[src/rtl/prefix_subtractor_pipe_if.sv]
// prefix_subtractor_pipe_if
//   Operand/result bundle for prefix_subtractor_pipe.
//   Upstream side : in_valid, in_ready, a, b
//   Downstream side: out_valid, out_ready, diff, borrow, zero, ovf
//   master - the environment that supplies operands and consumes results
//   slave  - the subtractor pipeline itself
interface prefix_subtractor_pipe_if #(
  parameter int WIDTH = 8
);
  logic             in_valid;
  logic             in_ready;
  logic [WIDTH-1:0] a;
  logic [WIDTH-1:0] b;
  logic             out_valid;
  logic             out_ready;
  logic [WIDTH-1:0] diff;
  logic             borrow;
  logic             zero;
  logic             ovf;

  modport master (
    output in_valid, a, b, out_ready,
    input  in_ready, out_valid, diff, borrow, zero, ovf
  );

  modport slave (
    input  in_valid, a, b, out_ready,
    output in_ready, out_valid, diff, borrow, zero, ovf
  );
endinterface

[src/rtl/prefix_subtractor_pipe.sv]
// prefix_subtractor_pipe
//   Pipelined 8-bit subtractor: diff = a - b computed as a + ~b + 1 on a
//   3-level Ladner-Fischer prefix carry network. Stages:
//     S1 : per-bit p/g/h of a and ~b, plus the operand sign bits
//     S2 : level-2 group P/G (only when PIPE_MID = 1)
//     SO : level-3 prefix, sum bits and flags (borrow, zero, ovf)
//   Ports:
//     clk  - rising-edge clock
//     rst  - synchronous active-high reset, clears every stage
//     bus  - prefix_subtractor_pipe_if.slave (operand and result handshakes)
//
// Handshake: a word moves across a boundary on a clock edge where valid and
// ready are both high. Each stage holds its contents until it advances; a
// stage advances when its successor is empty or is itself advancing in the
// same cycle. in_ready is therefore combinational from out_ready through the
// stage chain (no skid buffer), and a held result stays stable while
// out_ready is low.
module prefix_subtractor_pipe #(
  parameter int WIDTH    = 8,
  parameter int PIPE_MID = 1
) (
  input logic                    clk,
  input logic                    rst,
  prefix_subtractor_pipe_if.slave bus
);

  // ---------------- S1: bitwise propagate/generate/half-sum ----------------
  logic [WIDTH-1:0] bb, p_in, g_in, h_in;
  assign bb   = ~bus.b;
  assign p_in = bus.a | bb;
  assign g_in = bus.a & bb;
  assign h_in = bus.a ^ bb;

  logic             s1_valid;
  logic [WIDTH-1:0] s1_p, s1_g, s1_h;
  logic             s1_a7, s1_b7;
  logic             s1_adv;
  logic             accept;

  assign bus.in_ready = ~s1_valid | s1_adv;
  assign accept       = bus.in_valid & bus.in_ready;

  always_ff @(posedge clk) begin
    if (rst) begin
      s1_valid <= 1'b0;
      s1_p     <= '0;
      s1_g     <= '0;
      s1_h     <= '0;
      s1_a7    <= 1'b0;
      s1_b7    <= 1'b0;
    end else begin
      s1_valid <= accept | (s1_valid & ~s1_adv);
      if (accept) begin
        s1_p  <= p_in;
        s1_g  <= g_in;
        s1_h  <= h_in;
        s1_a7 <= bus.a[7];
        s1_b7 <= bus.b[7];
      end
    end
  end

  // ---------------- prefix levels 1 and 2 ----------------
  // The forced carry-in of 1 turns bit 0 into a pure generate: G0 = g0 | p0.
  // Group P is only formed where a later level still needs it.
  logic [WIDTH-1:0] l1_g, l2_g;
  logic [WIDTH-1:2] l1_p;
  logic [WIDTH-1:4] l2_p;

  assign l1_g[0] = s1_g[0] | s1_p[0];
  assign l1_g[1] = s1_g[1] | (s1_p[1] & l1_g[0]);
  assign l1_g[2] = s1_g[2];
  assign l1_g[3] = s1_g[3] | (s1_p[3] & s1_g[2]);
  assign l1_g[4] = s1_g[4];
  assign l1_g[5] = s1_g[5] | (s1_p[5] & s1_g[4]);
  assign l1_g[6] = s1_g[6];
  assign l1_g[7] = s1_g[7] | (s1_p[7] & s1_g[6]);
  assign l1_p[2] = s1_p[2];
  assign l1_p[3] = s1_p[3] & s1_p[2];
  assign l1_p[4] = s1_p[4];
  assign l1_p[5] = s1_p[5] & s1_p[4];
  assign l1_p[6] = s1_p[6];
  assign l1_p[7] = s1_p[7] & s1_p[6];

  // Level 2: bits 2,3 reach bit 0 through group [1:0]; bits 6,7 form [7:4].
  assign l2_g[0] = l1_g[0];
  assign l2_g[1] = l1_g[1];
  assign l2_g[2] = l1_g[2] | (l1_p[2] & l1_g[1]);
  assign l2_g[3] = l1_g[3] | (l1_p[3] & l1_g[1]);
  assign l2_g[4] = l1_g[4];
  assign l2_g[5] = l1_g[5];
  assign l2_g[6] = l1_g[6] | (l1_p[6] & l1_g[5]);
  assign l2_g[7] = l1_g[7] | (l1_p[7] & l1_g[5]);
  assign l2_p[4] = l1_p[4];
  assign l2_p[5] = l1_p[5];
  assign l2_p[6] = l1_p[6] & l1_p[5];
  assign l2_p[7] = l1_p[7] & l1_p[5];

  // ---------------- optional S2 register ----------------
  logic             m_valid;
  logic [WIDTH-1:0] m_g, m_h;
  logic [WIDTH-1:4] m_p;
  logic             m_a7, m_b7;
  logic             so_valid;
  logic             so_open;

  assign so_open = ~so_valid | bus.out_ready;

  generate
    if (PIPE_MID != 0) begin : g_mid
      logic             s2_valid;
      logic [WIDTH-1:0] s2_g, s2_h;
      logic [WIDTH-1:4] s2_p;
      logic             s2_a7, s2_b7;
      logic             s2_open;

      assign s2_open = ~s2_valid | so_open;
      assign s1_adv  = s1_valid & s2_open;

      always_ff @(posedge clk) begin
        if (rst) begin
          s2_valid <= 1'b0;
          s2_g     <= '0;
          s2_p     <= '0;
          s2_h     <= '0;
          s2_a7    <= 1'b0;
          s2_b7    <= 1'b0;
        end else begin
          s2_valid <= s1_adv | (s2_valid & ~so_open);
          if (s1_adv) begin
            s2_g  <= l2_g;
            s2_p  <= l2_p;
            s2_h  <= s1_h;
            s2_a7 <= s1_a7;
            s2_b7 <= s1_b7;
          end
        end
      end

      assign m_valid = s2_valid;
      assign m_g     = s2_g;
      assign m_p     = s2_p;
      assign m_h     = s2_h;
      assign m_a7    = s2_a7;
      assign m_b7    = s2_b7;
    end else begin : g_nomid
      assign s1_adv  = s1_valid & so_open;
      assign m_valid = s1_valid;
      assign m_g     = l2_g;
      assign m_p     = l2_p;
      assign m_h     = s1_h;
      assign m_a7    = s1_a7;
      assign m_b7    = s1_b7;
    end
  endgenerate

  // ---------------- level 3, sum and flags ----------------
  logic [WIDTH-1:0] l3_g, carry, diff_n;
  logic             borrow_n, zero_n, ovf_n, m_adv;

  assign l3_g[3:0] = m_g[3:0];
  assign l3_g[4]   = m_g[4] | (m_p[4] & m_g[3]);
  assign l3_g[5]   = m_g[5] | (m_p[5] & m_g[3]);
  assign l3_g[6]   = m_g[6] | (m_p[6] & m_g[3]);
  assign l3_g[7]   = m_g[7] | (m_p[7] & m_g[3]);

  // c[i+1] = G[i:0]; c[0] is the forced carry-in.
  assign carry    = {l3_g[6:0], 1'b1};
  assign diff_n   = m_h ^ carry;
  assign borrow_n = ~l3_g[7];
  assign zero_n   = ~|diff_n;
  assign ovf_n    = (m_a7 ^ m_b7) & (diff_n[7] ^ m_a7);
  assign m_adv    = m_valid & so_open;

  logic [WIDTH-1:0] diff_q;
  logic             borrow_q, zero_q, ovf_q;

  always_ff @(posedge clk) begin
    if (rst) begin
      so_valid <= 1'b0;
      diff_q   <= '0;
      borrow_q <= 1'b0;
      zero_q   <= 1'b0;
      ovf_q    <= 1'b0;
    end else begin
      so_valid <= m_adv | (so_valid & ~bus.out_ready);
      if (m_adv) begin
        diff_q   <= diff_n;
        borrow_q <= borrow_n;
        zero_q   <= zero_n;
        ovf_q    <= ovf_n;
      end
    end
  end

  assign bus.out_valid = so_valid;
  assign bus.diff      = diff_q;
  assign bus.borrow    = borrow_q;
  assign bus.zero      = zero_q;
  assign bus.ovf       = ovf_q;

endmodule

[src/flat_wrapper.sv]
// flat-port wrapper written by rule: the top's interface ports become plain ports
module prefix_subtractor_pipe_flat 
#(
  parameter int WIDTH    = 8,
  parameter int PIPE_MID = 1
)
  (clk, rst, bus_in_valid, bus_a, bus_b, bus_out_ready, bus_in_ready, bus_out_valid, bus_diff, bus_borrow, bus_zero, bus_ovf);
  prefix_subtractor_pipe_if #(.WIDTH(WIDTH)) bus_i ();
  input logic clk;
  input logic rst;
  input wire logic [$bits(bus_i.in_valid)-1:0] bus_in_valid;
  input wire logic [$bits(bus_i.a)-1:0] bus_a;
  input wire logic [$bits(bus_i.b)-1:0] bus_b;
  input wire logic [$bits(bus_i.out_ready)-1:0] bus_out_ready;
  output wire logic [$bits(bus_i.in_ready)-1:0] bus_in_ready;
  output wire logic [$bits(bus_i.out_valid)-1:0] bus_out_valid;
  output wire logic [$bits(bus_i.diff)-1:0] bus_diff;
  output wire logic [$bits(bus_i.borrow)-1:0] bus_borrow;
  output wire logic [$bits(bus_i.zero)-1:0] bus_zero;
  output wire logic [$bits(bus_i.ovf)-1:0] bus_ovf;
  assign bus_i.in_valid = bus_in_valid;
  assign bus_i.a = bus_a;
  assign bus_i.b = bus_b;
  assign bus_i.out_ready = bus_out_ready;
  assign bus_in_ready = bus_i.in_ready;
  assign bus_out_valid = bus_i.out_valid;
  assign bus_diff = bus_i.diff;
  assign bus_borrow = bus_i.borrow;
  assign bus_zero = bus_i.zero;
  assign bus_ovf = bus_i.ovf;
  prefix_subtractor_pipe #(.WIDTH(WIDTH), .PIPE_MID(PIPE_MID)) u_core (.clk(clk), .rst(rst), .bus(bus_i));
endmodule
[config.mk]
export PLATFORM = sky130hd
export DESIGN_NAME = prefix_subtractor_pipe_flat
export DESIGN_NICKNAME = d
export VERILOG_FILES = /design/src/rtl/prefix_subtractor_pipe_if.sv /design/src/rtl/prefix_subtractor_pipe.sv /design/src/flat_wrapper.sv
export SDC_FILE = /design/constraint.sdc
export NUM_CORES = 1
export LEC_CHECK = 0
export ABC_AREA = 1
export BUFFER_PORTS_ARGS = -buffer_cell sky130_fd_sc_hd__buf_2
export CAP_MARGIN = 20
export CORE_ASPECT_RATIO = 1.5
export CORE_MARGIN = 2
export CORE_UTILIZATION = 47
export CTS_BUF_LIST = sky130_fd_sc_hd__clkbuf_16
export DETAILED_ROUTE_END_ITERATION = 12
export PLACE_DENSITY = 0.77
export SLEW_MARGIN = 0
export SYNTH_ARGS = -nofsm -noshare
export SYNTH_HDL_FRONTEND = slang
export SYNTH_SLANG_ARGS = --single-unit
[constraint.sdc]
create_clock -name clk -period 0.97 [get_ports clk]
set_input_delay 0 -clock clk [delete_from_list [all_inputs] [get_ports clk]]
set_output_delay 0 -clock clk [all_outputs]
set_load 0.01 [all_outputs]
## After elaboration in Yosys (flattened, before gate mapping)

Index checks and enable logic that the tools add are counted.

- $add $sub $neg: 0
- Multipliers: 0
- Div/mod/pow operators: 0
- $lt $le $gt $ge: 0
- Equality and inequality tests: 0
- Shift-type cells: 0
- Mux-type cells: 0
- Bitwise logic cells: 57
- Reduce and logical (&&, ||, !) cells: 2

Operators with widths:

| operator | count |
|---|---|
| 1-bit AND | 24 |
| 1-bit bitwise OR | 19 |
| 8-bit XOR | 2 |
| 8-bit AND | 1 |
| 8-bit inverter | 1 |
| 8-bit bitwise OR | 1 |
| 8-bit OR reduction | 1 |
| 1-bit inverter | 7 |
| 1-bit XOR | 2 |
| 1-bit zero test | 1 |

- Flip-flop bits (word level): 62
- Bits in latches: 0
- Bits in writable memories: 0
- ROM bits: 0
- Input bits: 20
- Output and inout port bits: 13
- Memories: 0

## Logic depth before layout (Yosys ltp)

Gate-level depths: netlist (run 1).

- Depth in word-level cells: 7
- Depth in mapped cells: 9
- Gate-level depth less buffers: 8

## Worst setup path before layout (run 1)

Ideal clock, no wire load.

- Path type: register to register
- From: register u_core.so_valid (netlist: u_core.bus.out_valid)
- To: register u_core.s1_p[3]
- Arrival time: 1,088 ps
- Required time: 854 ps
- Slack: -234 ps
- Stages on the path, launching flop included: 7
- Buffers on the path: 1
- Clock period less this slack: 1,204 ps
- Cell sequence: dfxtp_1 -> nand4_2 -> nand2_4 -> inv_4 -> buf_6 -> o21ai_1 -> a21oi_1

- Cells in the longest elaborated chain, start to end: 6

RTL lines:

| item | line | RTL |
|---|---|---|
| from (decl) | prefix_subtractor_pipe.sv:104 | `logic so_valid;` |
| from (signal assigned) | prefix_subtractor_pipe.sv:186 | `so_valid <= m_adv \| (so_valid & ~bus.out_ready);` |
| 1-bit inverter | prefix_subtractor_pipe.sv:107 | `assign so_open = ~so_valid \| bus.out_ready;` |
| 1-bit bitwise OR | prefix_subtractor_pipe.sv:107 |  |
| 1-bit bitwise OR | prefix_subtractor_pipe.sv:117 | `assign s2_open = ~s2_valid \| so_open;` |
| 1-bit AND | prefix_subtractor_pipe.sv:118 | `assign s1_adv = s1_valid & s2_open;` |
| 1-bit bitwise OR | prefix_subtractor_pipe.sv:40 | `assign bus.in_ready = ~s1_valid \| s1_adv;` |
| via bus_in_ready | flat_wrapper.sv:15 | `output wire logic [$bits(bus_i.in_ready)-1:0] bus_in_ready;` |
| 1-bit AND | prefix_subtractor_pipe.sv:41 | `assign accept = bus.in_valid & bus.in_ready;` |
| to (signal assigned) | prefix_subtractor_pipe.sv:54 | `s1_p <= p_in;` |
| to (decl) | prefix_subtractor_pipe.sv:35 | `logic [WIDTH-1:0] s1_p, s1_g, s1_h;` |

The timed path passes the listed nets, and every way through them passes these cells.
A chain may end at the register's enable or synchronous reset.

## Final worst setup path (run 1)

- From: register u_core.s1_valid
- To: register u_core.s1_p[0]

- Cells in the longest elaborated chain, start to end: 3
- Elaborated cells on any way between the ends: 4
- Classes of those cells: bitwise (4)

RTL lines:

| item | line | RTL |
|---|---|---|
| from (decl) | prefix_subtractor_pipe.sv:34 | `logic s1_valid;` |
| from (signal assigned) | prefix_subtractor_pipe.sv:52 | `s1_valid <= accept \| (s1_valid & ~s1_adv);` |
| 1-bit AND / 1-bit inverter (equally long branches) | prefix_subtractor_pipe.sv:118, prefix_subtractor_pipe.sv:40 |  |
| 1-bit bitwise OR (*) | prefix_subtractor_pipe.sv:40 |  |
| 1-bit AND (*) | prefix_subtractor_pipe.sv:41 |  |

Every way passes the cells marked *; elsewhere a longest branch is shown, timed or not.

==> flow_summary.ini, run 1 <==
[yosys]
yosysSeqAreaShare_pct = 46.44
synth_top_area_cell = dfxtp_1
synth_cells = 342
yosysMostFrequentCell = dfxtp_1
synthTopCellsByArea = dfxtp_1, o21ai_0, a21oi_1
syn_nets = 378
synth-main-ff-cell = dfxtp_1
syn_area_um2 = 2673
synth.top_cell.area_share_pct = 46.44
synth_edf_count = 0
ys_seq_elements = 62
syn_area_per_cell_um2 = 7.815
synthDistinctLibCells = 27
ys_top_cells_by_count = dfxtp_1, nor2_1, nand2_1
yosysWarnings = 0
synth-async-reset-ratio_pct = 0

[placed_design]
dp.cells = 455
hpwl_mm = 3.624
portBuffers = 32
dpl_cell_area_um2 = 3043
place_congestion = 0.7670

[detailed_routing]
drcViolationCount = 0
first_pass_iters = 6
dr.first_iter.drc_count = 90
drt_wl_total_mm = 5.617
viasPerCell = 4.967
wl_per_cell_um = 11.70
postRouteAntennaNets = 0
via_count = 2384

[sta]
setup_viol = 59
worst_pin_slew_ns = 0.2080
layout_setup_ws_ns = -0.1921
fin_skew_ns = 0.008512
rsz0062_at_grt = true
period_needed_ns = 1.162
fin_crit_sh_pct = 119.8
whs_ns = 0.007054
finalHoldViolCount = 0
fmaxAchievable_mhz = 860.5
maxSlewHeadroom_pct = 85.98
slew_viol_final = 0

[power]
power_frac_comb_pct = 10.9
leakagePower_nw = 1.628
p_total_w = 0.006511
ir_drop_uv = 1003
swShare_pct = 23.61
power_frac_seq_pct = 43.1
powerDensity_nw_per_um2 = 1862
p_int_w = 0.004974
netSwitchingPower_w = 0.001538
p_clk_share_pct = 45.9

[outcome]
status = finished, violations left
violations = negative setup slack

[global_route]
globalRoute.totalOverflow = 0
grt_use_total_pct = 19.92
antenna_found_initial = 0
grt_pass1_wl_mm = 9.515
grt_max_degree = 49
grt_pass1_vias = 2236

[setup_path]
cp-startpoint = u_core.s1_valid
critPathArrivalTime_ns = 1.37
r2r_start = u_core.s1_valid
startpoint_type = register
r2r_setup_slack_ns = -0.19
cp_data_required_time_ns = 1.17
critPathKind = register to register
cpPeakStageDelay_ns = 0.43
crit_chain = nand4_4 -> nand2_4 -> inv_8 -> o21ai_1 -> a21oi_1
reg2regPathDepth = 5
slowest_stage = dfxtp_2
cp_max_fo = 34
cp-end-kind = register

[cts]
clkSinkCount = 62
cts_tree = yes
htreeDepth = 3
cts_buffer_depth = 2
clk_pin_slew_ns = 0.05
cts_buffers = 9
clk_latency_ns = 0.33
cts_root_buf = clkbuf_16

[die]
row_count = 33
ios = 33
start_util_pct = 48.67
chipHeight_um = 96.36
die_area_um2 = 6318
die_w_um = 65.57
core-area_um2 = 5492

[cells_and_area]
multi_input_area_um2 = 1219
area_growth_pct = 30.85
seqCellArea_um2 = 1249
finalNetCount = 441
fillCellCount = 455
drive_gt1_share_pct = 23.90
n_antenna_cell = 0
final_cell_area_um2 = 3497
fin_cells = 480

[run]
drv_cap = 0

[worst_hold_path]
min_from = bus_b[1]
hold_depth = 3
hold_path.class = primary input to register
per-stage QoR:
step	util [%]	setup TNS (ns)	setup WS, ns
after global routing	63.68	-10.96	-0.2629
after detailed placement	55.41	-10.69	-0.2680
after CTS	63.11	-7.034	-0.1866
after global placement	55.41	-8.948	-0.2157
final	63.68	-7.107	-0.1921
after floorplan	-	-3.109	-0.1002
critical path, delay by kind of cell (launching register included):
kind                   cells  cell delay (ns)
buffers and inverters      1             0.09
flip-flops                 1             0.43
AO/OA/AOI/OAI              2             0.24
AND/OR/NAND/NOR            2             0.28
routing by layer:
metal	vias to the layer above	track usage [%]	routed length [um]	share of wire [%]
li1	1231	-	-	-
met1	1094	20.26	2266	40
met2	46	36.14	2966	53
met3	13	5.029	203	3.6
met4	0	11.98	180	3.2
met5	-	0	0	0
worst paths after layout:
path	endpoint
hold reg to reg	u_core.g_mid.s2_p[4]
setup reg to reg	u_core.s1_p[0]
setup / recovery	u_core.s1_p[0]
hold / removal	u_core.s1_p[1]
logic make-up (layout without fill, tap and decap cells):
logic type / count (synthesis) / in the layout / share of synthesized area, %
simple gates: 109 / 110 / 16.67
fa+ha+maj: 16 / 16 / 7.491
flops: 62 / 62 / 46.44
compound gates: 95 / 95 / 18.26
xor+xnor: 2 / 2 / 0.6556
buf+inv: 58 / 125 / 10.49
power groups by stage:
stage	clock [W]	sequential [W]	combinational, W
2_1_floorplan	0	0.00284	0.000407
3_3_place_gp	0	0.00284	0.000605
3_5_place_dp	0	0.00285	0.000628
4_1_cts	0.00304	0.00281	0.000695
5_1_grt	0.00314	0.00282	0.000807
6_report	0.00299	0.00281	0.000711
registers in the layout, indices dropped and copies added, names as in the netlist:
signal and count:
u_core.s1_g 8, u_core.g_mid.s2_h 8, u_core.g_mid.s2_g 8, u_core.g_mid.s2_valid 1
u_core.s1_h 8, u_core.s1_valid 1, u_core.bus.diff 8, u_core.bus.ovf 1
u_core.bus.out_valid 1, u_core.g_mid.s2_p 4, u_core.bus.borrow 1, u_core.g_mid.s2_b7 1
u_core.g_mid.s2_a7 1, u_core.s1_p 8, u_core.s1_a7 1, u_core.s1_b7 1
u_core.bus.zero 1
layout by cell type, fill, tap and decap left out, drive strengths merged:
master       synthesis  routed
inv                 43      44
a21oi               40      40
a31oi                3       3
xnor2                1       1
dfxtp               62      62
dlygate4sd3          0       7
buf                 11      59
ha                  16      16
nand2               49      50
nor3                 1       1
or2                  1       1
o21ai               50      50
o211ai               1       1
xor2                 1       1
nand3b               2       2
nor2                50      50
a211oi               1       1
bufinv               0       1
nand3                5       5
clkbuf               4       9
nand4                1       1
clkinv               0       5
cell type report:
| cell class | instances | area share [%] |
|---|---|---|
| Multi-Input combinational cell | 223 | 34.85 |
| Clock inverter | 7 | 1.610 |
| Tap cell | 70 | 2.504 |
| Clock buffer | 9 | 6.440 |
| Timing Repair Buffer | 66 | 13.92 |
| Sequential cell | 62 | 35.71 |
| Inverter | 43 | 4.973 |
timing repair:
action,4_1_cts,5_1_grt
setup endpoints to repair,60,60
cloned,1,0
pin swaps,2,5
hold buffers,7,0
resized for setup,39,7
buffers inserted,0,1
endpoints found under the hold margin,8,0
Note: power is estimated with default switching activity, not from simulation.
==> run 2, diff against run 1 <==
--- a/config.mk
+++ b/config.mk
@@ -13,6 +13,7 @@
 export CORE_UTILIZATION = 47
 export CTS_BUF_LIST = sky130_fd_sc_hd__clkbuf_16
 export DETAILED_ROUTE_END_ITERATION = 12
+export MAX_ROUTING_LAYER = met4
 export PLACE_DENSITY = 0.77
 export SLEW_MARGIN = 0
 export SYNTH_ARGS = -nofsm -noshare
==> run 2 against run 1 <==
  * Critical endpoint unchanged
  * Clock skew is 0.0022 ns higher
  * The run still ends with negative setup slack left
  * Cell count stayed put
  * Wire length is 0.69% higher
==> flow_summary.ini, run 2 (synthesis results as in run 1) <==
[detailed_routing]
viasPerCell = 5.004
drt_wl_total_mm = 5.656
via_count = 2402
first_pass_iters = 4
drcViolationCount = 0
postRouteAntennaNets = 0
dr.first_iter.drc_count = 78
wl_per_cell_um = 11.78

[setup_path]
cp_data_required_time_ns = 1.18
critPathArrivalTime_ns = 1.37
reg2regPathDepth = 6
crit_cells = 6
critPathKind = register to register
crit_chain = buf_6 -> nand4_4 -> nand2_4 -> inv_8 -> o21ai_1 -> a21oi_1
slowest_stage = dfxtp_4
cp-end-kind = register
critical_path_buf_inv_count = 2
startpoint_type = register
cp_max_fo = 34
cpPeakStageDelay_ns = 0.35
crit_family = flip-flops

[sta]
layout_setup_ws_ns = -0.1926
fmaxAchievable_mhz = 860.1
maxSlewHeadroom_pct = 85.99
fin_crit_sh_pct = 119.9
period_needed_ns = 1.163
setup_tns_ns = -7.196
worst_pin_slew_ns = 0.2080
setup_viol = 59
slew_viol_final = 0
fin_skew_ns = 0.01071
rsz0062_at_grt = true
finalHoldViolCount = 0

[cells_and_area]
final_cell_mix = dfxtp_1, nor2_1, nand2_1
n_antenna_cell = 0
area_growth_pct = 30.85
finalNetCount = 441
drive_gt1_share_pct = 23.90
mostFrequentLayoutCell = dfxtp_1

[power]
p_int_w = 0.004974
netSwitchingPower_w = 0.001556
leakagePower_nw = 1.628
ir_drop_uv = 1003
p_total_w = 0.006529
p_clk_share_pct = 46.1
power_frac_seq_pct = 43.0
swShare_pct = 23.83
power_frac_comb_pct = 10.9
powerDensity_nw_per_um2 = 1867

[placed_design]
hpwl_mm = 3.624
portBuffers = 32
place_congestion = 0.7773

[outcome]
violations = negative setup slack
status = finished, violations left

[global_route]
grt_use_total_pct = 20.56
grt_pass1_wl_mm = 9.515
grt_pass1_vias = 2237
grt_max_degree = 49
antenna_found_initial = 0
globalRoute.totalOverflow = 0

[cts]
cts_root_buf = clkbuf_16
clkSinkCount = 62
cts_buffer_depth = 2
clk_latency_ns = 0.33
htreeDepth = 3
cts_tree = yes
clk_pin_slew_ns = 0.06
cts_buffers = 9

[die]
die_w_um = 65.57
row_count = 33
chipHeight_um = 96.36
ios = 33
start_util_pct = 48.67
die_area_um2 = 6318
core-area_um2 = 5492

[run]
drv_cap = 0

[worst_hold_path]
hold_depth = 3
hold_path.class = primary input to register
[run 2: cell counts in the layout (fill, tap and decap cells not counted)]
Identical to the previous run, type by type.
[run 2: area by class of cell]
type | count | area [um2]
clock buffers | 9 | 225.2
clock inverters | 7 | 56.30
fillers | 455 | 1994
inverters | 43 | 173.9
multi-input cells | 223 | 1219
flip-flops and latches | 62 | 1249
well taps | 70 | 87.58
repair buffers | 66 | 486.7
[run 2: worst paths after layout]
kind                                      startpoint                    to  slack [ns]
worst max register to register  u_core.bus.out_valid        u_core.s1_p[0]       -0.19
worst min register to register  u_core.g_mid.s2_p[4]  u_core.g_mid.s2_p[4]        0.46
worst max-delay path            u_core.bus.out_valid        u_core.s1_p[0]       -0.19
worst min-delay path                        bus_b[1]        u_core.s1_p[1]       0.001
[run 2: stage by stage]
step | instances | area (um2) | hold slack [ns] | worst slack [ns] | utilization, %
detailed placement | 455 | 3043 | 0.2730 | -0.2680 | 55.41
global route | 480 | 3497 | 0.02759 | -0.2629 | 63.68
floorplan | 342 | 2699 | 0.05936 | -0.1002 | -
finish | 480 | 3497 | 0.001484 | -0.1926 | 63.68
global placement | 455 | 3043 | 0.2626 | -0.2157 | 55.41
CTS | 479 | 3466 | 0.004772 | -0.1866 | 63.11
[run 2: repair_timing]
| action | in CTS | in global routing |
|---|---|---|
| gates resized for setup | 39 | 7 |
| hold endpoints to repair | 8 | 0 |
| setup buffers | 0 | 1 |
| setup endpoints to repair | 60 | 60 |
| pin swaps | 2 | 5 |
| hold buffers | 7 | 0 |
| gates cloned | 1 | 0 |
[run 2: routing by layer]
| layer | vias to the layer above | wire, um | GRT usage, % | part of all wire [%] |
|---|---|---|---|---|
| li1 | 1233 | - | - | - |
| met1 | 1096 | 2286 | 20.26 | 40 |
| met2 | 53 | 2925 | 36.14 | 52 |
| met3 | 20 | 215 | 3.977 | 3.8 |
| met4 | 0 | 228 | 14.06 | 4.0 |
| met5 | - | 0 | - | 0 |
[run 2: worst register-to-register path: stages, from the launching register on]
cell and delay, ns:
dfxtp_4 0.35, buf_6 0.10, nand4_4 0.12, nand2_4 0.14, inv_8 0.09, o21ai_1 0.17
a21oi_1 0.07
[run 2: power by group through the flow]
stage	Sequential (W)	Clock [W]	Combinational (W)
2_1_floorplan	0.00284	0	0.000407
3_3_place_gp	0.00284	0	0.000605
3_5_place_dp	0.00285	0	0.000628
4_1_cts	0.00281	0.00304	0.000695
5_1_grt	0.00282	0.00314	0.000807
6_report	0.00281	0.00301	0.000712
==> run 3, diff against run 2 <==
--- a/config.mk
+++ b/config.mk
@@ -10,11 +10,11 @@
 export CAP_MARGIN = 20
 export CORE_ASPECT_RATIO = 1.5
 export CORE_MARGIN = 2
-export CORE_UTILIZATION = 47
+export CORE_UTILIZATION = 35
 export CTS_BUF_LIST = sky130_fd_sc_hd__clkbuf_16
 export DETAILED_ROUTE_END_ITERATION = 12
 export MAX_ROUTING_LAYER = met4
-export PLACE_DENSITY = 0.77
+export PLACE_DENSITY = 0.63
 export SLEW_MARGIN = 0
 export SYNTH_ARGS = -nofsm -noshare
 export SYNTH_HDL_FRONTEND = slang
==> run 3 against run 2 <==
  * The run still ends with negative setup slack left
  * Critical path depth grew 1
  * Combinational power up 8.1%
  * First-iteration DRC count fell by 12%
  * Sequential share of layout area fell by 1.1 points
  * Register-to-register slack worse by 0.03 ns
  * Total power decreased by 4.5%
  * Utilization is 16 points lower
  * Worst setup slack worse by 0.027 ns
  * Critical path type unchanged
  * Largest power group is now registers
==> flow_summary.ini, run 3 (synthesis results as in run 1) <==
[setup_path]
cp-end-kind = register
cp_max_fo = 13
r2r_setup_slack_ns = -0.22
slowest_stage = dfxtp_4
startpoint_type = register
critPathArrivalTime_ns = 1.39
critical_path_buf_inv_count = 3
crit_chain = buf_6 -> nand4_4 -> nand2_4 -> inv_8 -> buf_12 -> o21ai_2 -> a21oi_1
critPathKind = register to register
cp_data_required_time_ns = 1.17
crit_family = flip-flops
cpPeakStageDelay_ns = 0.36

[cells_and_area]
drive_gt1_share_pct = 28.47
finalNetCount = 449
fin_cells = 520
n_antenna_cell = 0
final_cell_mix = dfxtp_1, nand2_1, inv_1
area_growth_pct = 35.44
mostFrequentLayoutCell = dfxtp_1

[outcome]
status = finished, violations left
violations = negative setup slack

[global_route]
grt_pass1_wl_mm = 9.708
grt_most_used_layer = met2
grt_use_total_pct = 15.40
grt_pass1_vias = 2175
grt_max_degree = 43
use_met2_pct = 25.22
antenna_found_initial = 0
met3_usage_pct = 3.364
met1_usage_pct = 17.32
globalRoute.totalOverflow = 0

[detailed_routing]
viasPerCell = 4.465
drcViolationCount = 0
postRouteAntennaNets = 0
wl_per_cell_um = 11.04
via_count = 2322
drt_wl_total_mm = 5.740
dr.first_iter.drc_count = 69
first_pass_iters = 4

[cts]
cts_root_buf = clkbuf_16
cts_buffers = 9
clkSinkCount = 62
clk_latency_ns = 0.32
cts_tree = yes
cts_buffer_depth = 2
clk_pin_slew_ns = 0.05
htreeDepth = 3

[power]
powerDensity_nw_per_um2 = 1722
leakagePower_nw = 1.669
ir_drop_uv = 1093
p_total_w = 0.006232

[die]
die_w_um = 75.35
core-area_um2 = 7515
die_area_um2 = 8365
ios = 33
row_count = 39
chipHeight_um = 111.0
start_util_pct = 35.56

[sta]
layout_setup_ws_ns = -0.2200
worst_pin_slew_ns = 0.2717
whs_ns = 0.004307
period_needed_ns = 1.190
slew_viol_final = 0
finalHoldViolCount = 0
rsz0062_at_grt = true
maxSlewHeadroom_pct = 81.89
setup_viol = 59
fin_crit_sh_pct = 122.7
setup_tns_ns = -7.171
fmaxAchievable_mhz = 840.3
fin_skew_ns = 0.003841

[placed_design]
dp.cells = 497
place_congestion = 0.7390
portBuffers = 32
hpwl_mm = 4.057

[worst_hold_path]
hold_path.class = primary input to register

[run]
drv_cap = 0
## run 3: power by group
part	internal (W)	total [W]	switching, W
Combinational	0.000363	0.000770	0.000406
Sequential	0.00271	0.00281	0.000107
Clock	0.00166	0.00265	0.000993
Total	0.00473	0.00623	0.00151
## run 3: per-stage QoR
step,cell area [um2],setup WS [ns],util [%]
3_3_place_gp,3158,-0.2102,42.02
5_1_grt,3620,-0.2723,48.17
4_1_cts,3552,-0.1873,47.27
6_report,3620,-0.2200,48.17
3_5_place_dp,3158,-0.2613,42.02
2_1_floorplan,2699,-0.1002,-
## run 3: layout make-up
type                       count  area, um2
clock buffer                   9      225.2
multi-input combinational    223       1272
clock inverter                 7      26.28
fill                         761       3895
sequential                    62       1254
inverter                      43      173.9
tap                          102      127.6
timing repair buffer          74      540.5
## run 3: metal layers
layer,vias up,part of all wire (%)
li1,1249,-
met1,1029,42
met2,35,53
met3,9,3.1
met4,0,2.2
met5,-,0
## run 3: tightest hold or removal path, stage by stage
cell,delay (ns)
buf_2,0.09
ha_1,0.13
a21oi_1,0.05
## run 3: what timing repair did
action | 4_1_cts | 5_1_grt
hold buffers | 3 | 0
setup buffers | 1 | 1
pin swaps | 4 | 3
gates cloned | 2 | 0
hold endpoints to repair | 3 | 0
setup endpoints to repair | 60 | 60
gates resized for setup | 47 | 24
## run 3: final timing paths
path | start | endpoint | cells after the start
min | bus_b[3] | u_core.s1_p[3] | 3
min reg2reg | u_core.g_mid.s2_h[0] | u_core.bus.diff[0] | 1
max | u_core.bus.out_valid | u_core.s1_p[5] | 7
max reg2reg | u_core.bus.out_valid | u_core.s1_p[5] | 7
